`config.mk`:
```
export PLATFORM = sky130hd
export DESIGN_NAME = qnigma_tcp_snd_wnd_ctl
export DESIGN_NICKNAME = d
export VERILOG_FILES = /design/src/rtl/qnigma_tcp_snd_wnd_ctl.sv
export SDC_FILE = /design/constraint.sdc
export NUM_CORES = 1
export LEC_CHECK = 0
export ABC_AREA = 0
export BUFFER_PORTS_ARGS = -buffer_cell sky130_fd_sc_hd__buf_2
export CAP_MARGIN = 15
export CORE_MARGIN = 3
export CORE_UTILIZATION = 59
export CTS_CLUSTER_SIZE = 25
export DETAILED_ROUTE_END_ITERATION = 8
export PLACE_DENSITY = 0.9
export SETUP_SLACK_MARGIN = 0.5
export SYNTH_ARGS = -nofsm -noshare
export SYNTH_HDL_FRONTEND = slang
export SYNTH_SLANG_ARGS = --single-unit
export TNS_END_PERCENT = 30
```
`constraint.sdc`:
```
create_clock -name clk -period 5.6 [get_ports clk]
set_input_delay 0.56 -clock clk [delete_from_list [all_inputs] [get_ports clk]]
set_output_delay 0.56 -clock clk [all_outputs]
set_load 0.01 [all_outputs]
```
`src/rtl/qnigma_tcp_snd_wnd_ctl.sv`:
```
// Send-window control for one TCP connection: ACK window scaling, SND.UNA/SND.WND, usable window, zero-window persist probes.
// Latency ack_vld->wnd is scale+2 cycles; ACKs arriving while busy park in a one-entry slot where the newest overwrites.
module qnigma_tcp_snd_wnd_ctl #(
  parameter int PERSIST_TICKS = 1000,
  parameter int MAX_BACKOFF   = 6
) (
  input  logic        clk,
  input  logic        rst,
  input  logic        syn_rcvd,
  input  logic [3:0]  syn_scl,
  input  logic        ack_vld,
  input  logic [31:0] ack_num,
  input  logic [15:0] ack_wnd,
  input  logic [31:0] snd_nxt,
  input  logic        data_pend,
  input  logic        tick,
  output logic        busy,
  output logic [31:0] snd_una,
  output logic [31:0] wnd,
  output logic [31:0] usable,
  output logic        zero_wnd,
  output logic        probe
);

  localparam int BW = (MAX_BACKOFF < 1) ? 1 : $clog2(MAX_BACKOFF + 1);
  localparam logic [BW-1:0] BACKOFF_MAX = BW'(MAX_BACKOFF);
  localparam logic [3:0]    SCALE_MAX   = 4'd14;

  typedef enum logic [1:0] {
    IDLE,
    SCALE,
    COMMIT
  } state_t;

  state_t state, state_nxt;

  logic [3:0]  scale;
  logic [3:0]  ctr;
  logic [3:0]  ctr_inc;
  logic [31:0] sh;
  logic [31:0] seg_num;

  logic        pnd_vld;
  logic [31:0] pnd_num;
  logic [15:0] pnd_wnd;

  logic        syn_take;
  logic        pnd_take;
  logic        load;
  logic [31:0] acc_num;
  logic [15:0] acc_wnd;
  logic [31:0] acc_diff;

  logic [31:0] usable_d;

  logic [31:0] persist_cnt;
  logic [31:0] persist_cnt_inc;
  logic [31:0] persist_limit;
  logic [BW-1:0] backoff;
  logic        persist_act;

  assign busy    = (state == SCALE);
  assign ctr_inc = ctr + 4'd1;

  always_ff @(posedge clk) begin
    if (rst) begin
      state <= IDLE;
    end else begin
      state <= state_nxt;
    end
  end

  // Pending slot is served before a fresh ACK; a SYN in IDLE pre-empts both.
  always_comb begin
    state_nxt = state;
    syn_take  = 1'b0;
    pnd_take  = 1'b0;
    load      = 1'b0;
    acc_num   = pnd_vld ? pnd_num : ack_num;
    acc_wnd   = pnd_vld ? pnd_wnd : ack_wnd;
    acc_diff  = acc_num - snd_una;
    case (state)
      IDLE: begin
        if (syn_rcvd) begin
          syn_take = 1'b1;
        end else if (pnd_vld || ack_vld) begin
          pnd_take = pnd_vld;
          if (!acc_diff[31]) begin
            load      = 1'b1;
            state_nxt = SCALE;
          end
        end
      end
      SCALE: begin
        if ((scale == 4'd0) || (ctr_inc == scale)) begin
          state_nxt = COMMIT;
        end
      end
      COMMIT: begin
        state_nxt = IDLE;
      end
      default: begin
        state_nxt = IDLE;
      end
    endcase
  end

  always_ff @(posedge clk) begin
    if (rst) begin
      scale    <= '0;
      ctr      <= '0;
      sh       <= '0;
      seg_num  <= '0;
      snd_una  <= '0;
      wnd      <= '0;
      zero_wnd <= 1'b0;
    end else begin
      if (syn_take) begin
        scale    <= (syn_scl > SCALE_MAX) ? SCALE_MAX : syn_scl;
        snd_una  <= ack_num;
        wnd      <= {16'b0, ack_wnd};
        zero_wnd <= (ack_wnd == 16'd0);
      end
      if (load) begin
        seg_num <= acc_num;
        sh      <= {16'b0, acc_wnd};
        ctr     <= '0;
      end
      if ((state == SCALE) && (scale != 4'd0)) begin
        sh  <= sh << 1;
        ctr <= ctr_inc;
      end
      if (state == COMMIT) begin
        snd_una  <= seg_num;
        wnd      <= sh;
        zero_wnd <= (sh == 32'd0);
      end
    end
  end

  // A fresh ACK arriving while the slot drains refills it in the same cycle.
  always_ff @(posedge clk) begin
    if (rst) begin
      pnd_vld <= 1'b0;
      pnd_num <= '0;
      pnd_wnd <= '0;
    end else begin
      if (ack_vld && ((state != IDLE) || pnd_take)) begin
        pnd_vld <= 1'b1;
        pnd_num <= ack_num;
        pnd_wnd <= ack_wnd;
      end else if (pnd_take) begin
        pnd_vld <= 1'b0;
      end
    end
  end

  assign usable_d = snd_una + wnd - snd_nxt;

  always_ff @(posedge clk) begin
    if (rst) begin
      usable <= '0;
    end else begin
      usable <= usable_d[31] ? 32'd0 : usable_d;
    end
  end

  assign persist_act     = zero_wnd && data_pend;
  assign persist_limit   = 32'(PERSIST_TICKS) << backoff;
  assign persist_cnt_inc = persist_cnt + 32'd1;

  always_ff @(posedge clk) begin
    if (rst || !persist_act) begin
      persist_cnt <= '0;
      backoff     <= '0;
      probe       <= 1'b0;
    end else begin
      probe <= 1'b0;
      if (tick) begin
        if (persist_cnt_inc == persist_limit) begin
          probe       <= 1'b1;
          persist_cnt <= '0;
          backoff     <= (backoff == BACKOFF_MAX) ? BACKOFF_MAX : backoff + 1'b1;
        end else begin
          persist_cnt <= persist_cnt_inc;
        end
      end
    end
  end

endmodule

```
==> results.cfg <==
[run_status]
run_status = complete, no violations

[global_routing]
grt_start_max_net_pins = 108
first_pass_grt_wire_length_um = 66500
initial_antenna_violation_count = 4
gr-usage-all-layers_pct = 30.6
grt-ovfl-total = 0
first_global_vias = 13200

[floorplanning]
fp.dieArea_um2 = 26600
core_area_um2 = 23900
placement_rows = 56
die-width_um = 163
die_y_um = 163
io_pins = 189
start_util_pct = 60.9

[timing]
finalCritPeriodShare_pct = 81.8
final-hold-violation-count = 0
max_slew_margin_pct = 27.3
worst_clock_skew_ns = 0.0128
finalSetupViolCount = 0
final.setup.tns_ns = 0
final-max-slew-violation-count = 0
clock.fmax_mhz = 218
final_period_minus_worst_setup_slack_ns = 4.58
worst_margin_pin_slew_ns = 1.09
grt_setup_unrepaired = no

[synth]
async_reset_ff_share_pct = 0
ys_types = 66
number_of_flops_mapped_to_enable_cells_by_yosys = 0
leading_post_synthesis_cells_by_cell_area = sky130_fd_sc_hd__dfxtp_1, sky130_fd_sc_hd__nand2_1, sky130_fd_sc_hd__ha_1, sky130_fd_sc_hd__a21oi_1, sky130_fd_sc_hd__nor2_1
cell_with_the_most_instances_after_synthesis = sky130_fd_sc_hd__nand2_1
synth-seq-cells = 255
ys_seq_area_share_pct = 35.1
synth_fp_nets = 1997
netlist.top_cell.by_area = sky130_fd_sc_hd__dfxtp_1
post_synth.cell_area_avg_um2 = 8.06
synth_warnings = 0
syn_inst = 1806
syn_area_um2 = 14600
area_share_of_the_largest_cell_type_after_synthesis_pct = 35.1
ys_dominant_reg_cell = sky130_fd_sc_hd__dfxtp_1
synth.top_cells.by_count = sky130_fd_sc_hd__nand2_1, sky130_fd_sc_hd__dfxtp_1, sky130_fd_sc_hd__nor2_1

[clock_network]
numClockSinks = 255
cts_tree = yes
cts.reportedPaths.clkPinSlew_ns = 0.06
cts.repair.resized = 0
clock_tree.root_cell = sky130_fd_sc_hd__clkbuf_16
cts_buffer_depth = 3
post_cts_buffers = 0
cts.htree.levels = 1
cts_buffers = 27
hold_buffers = 0
insertion_delay_ns = 0.55

[min_path]
timing.hold.worst.class = in -> reg

[critical_path]
cpMostUsedCell = sky130_fd_sc_hd__a21oi_1
cp_num_buf_inv = 2
critical_path.slowest_cell = sky130_fd_sc_hd__dfxtp_2
crit_path_arrival_time_ns = 5.04
critical_path.cell_chain = buf_4 > mux2_2 > ha_1 > a21oi_1 > o21ai_0 > a2111oi_0 > a21oi_1 > mux2_2 > and2_1 > a21o_1 > buf_4 > nand2_1 > a21oi_1
critPathKind = reg -> reg
crit_path_max_fanout = 20
worst-endpoint-required_ns = 6.06
worstSetupStartpointType = flip-flop
critical-path-max-stage-delay_ns = 0.62
critPathTopFamily = compound AO/OA/AOI/OAI gates
timing.critical_path.to_type = flip-flop

[place]
gpl.final_weighted_congestion = 0.990
dpl.hpwl_um = 30200
placement.io_buffers = 187

[drt]
drt.antenna.violating_nets = 0
detailedRoute.firstPassIterationCount = 8
vias = 13700
drt-initial-drc-count = 1409
vias_cell = 6.02
route.detailed.wl_per_inst_um = 18.6
post-route-drc-count = 0
finalWirelength_um = 42200

[final_layout]
layout-area-overhead-vs-synth_pct = 14.2
nNetsFinal = 2118
final_layout_size_suffix_gt1_share_pct = 15.3

[flow_run]
total_of_max_cap_violations = 0

[pwr]
power.static_leakage_nw = 7.01
p_total_mw = 5.58
power.density_nw_per_um2 = 336
vdd_ir_drop_max_mv = 0.272
-- layout make-up --
type / instances / area (um2)
clock buffer: 38 / 787
sequential: 255 / 5110
timing repair buffer: 203 / 1080
multi-input combinational: 1302 / 8500
tap: 319 / 399
clock inverter: 12 / 214
fill: 1836 / 7270
inverter: 138 / 518
antenna: 4 / 10.0
-- worst min-delay path, cell delays in order --
cell                      delay [ns]
sky130_fd_sc_hd__buf_2          0.11
sky130_fd_sc_hd__nand2_1        0.05
sky130_fd_sc_hd__a21oi_1        0.05
-- worst paths after layout --
kind	startpoint	end	slack, ns	depth (start not counted)
worst max-delay path	pnd_vld	seg_num[2]	1.02	13
worst min-delay path	ack_num[15]	pnd_num[15]	0.27	3
worst max register to register	pnd_vld	seg_num[2]	1.02	13
worst min register to register	pnd_num[16]	pnd_num[16]	0.45	2
-- report_power, final --
part / internal [mW] / switching, mW
sequential: 1.99 / 0.131
combinational: 0.583 / 0.894
clock: 1.22 / 0.770
total: 3.79 / 1.79
-- routing by layer --
layer  vias to the layer above  routed length, um  global-route usage, %  part of all wire (%)
li1                       6464                  -                      -                     -
met5                         -                  0                      0                     0
met3                       136               3240                   4.87                   7.7
met1                      6428              17100                   39.3                    40
met2                       646              20100                   51.5                    48
met4                         0               1810                   12.5                   4.3
-- logic make-up (layout without fill, tap and decap cells) --
logic type / count (synthesis) / after routing / share of synthesized area, %
muxes: 94 / 94 / 6.75
adders and majority gates: 101 / 101 / 10.3
and+or+nand+nor: 660 / 660 / 20.6
xor gates and xnor gates: 87 / 87 / 5.23
other: 1 / 5 / 0.0258
buffers and inverters: 249 / 391 / 6.69
DFF: 255 / 255 / 35.1
AOI/OAI and AO/OA: 359 / 359 / 15.4
-- layout by cell type, fill, tap and decap left out, drive strengths merged, types with 37 or more instances in the layout --
| cell | count |
|---|---|
| inv | 138 |
| mux2i | 61 |
| xnor2 | 50 |
| buf | 203 |
| xor2 | 37 |
| nor2 | 169 |
| o21ai | 40 |
| a211oi | 57 |
| nand3 | 54 |
| a21oi | 158 |
| nor3 | 54 |
| clkbuf | 38 |
| ha | 70 |
| dfxtp | 255 |
| nand2 | 259 |
-- registers in the layout, summed over array words and instances (netlist names), 2 cells and up --
register / cells
backoff: 3
ctr: 4
persist_cnt: 32
pnd_num: 32
pnd_wnd: 16
scale: 4
seg_num: 32
sh: 32
snd_una: 32
state: 2
usable: 31
wnd: 32
-- metrics by stage --
step | area (um2) | setup slack (ns) | instances | utilization (%) | hold WS [ns]
floorplan | 14600 | 1.58 | 1806 | - | 0.433
global placement | 15600 | 1.15 | 2215 | 65.2 | 0.438
detailed placement | 15600 | 1.11 | 2215 | 65.2 | 0.447
CTS | 16600 | 1.05 | 2265 | 69.4 | 0.259
global route | 16600 | 0.705 | 2271 | 69.6 | 0.277
finish | 16600 | 1.02 | 2271 | 69.6 | 0.271
No activity file was read; power rests on OpenSTA's default activity.
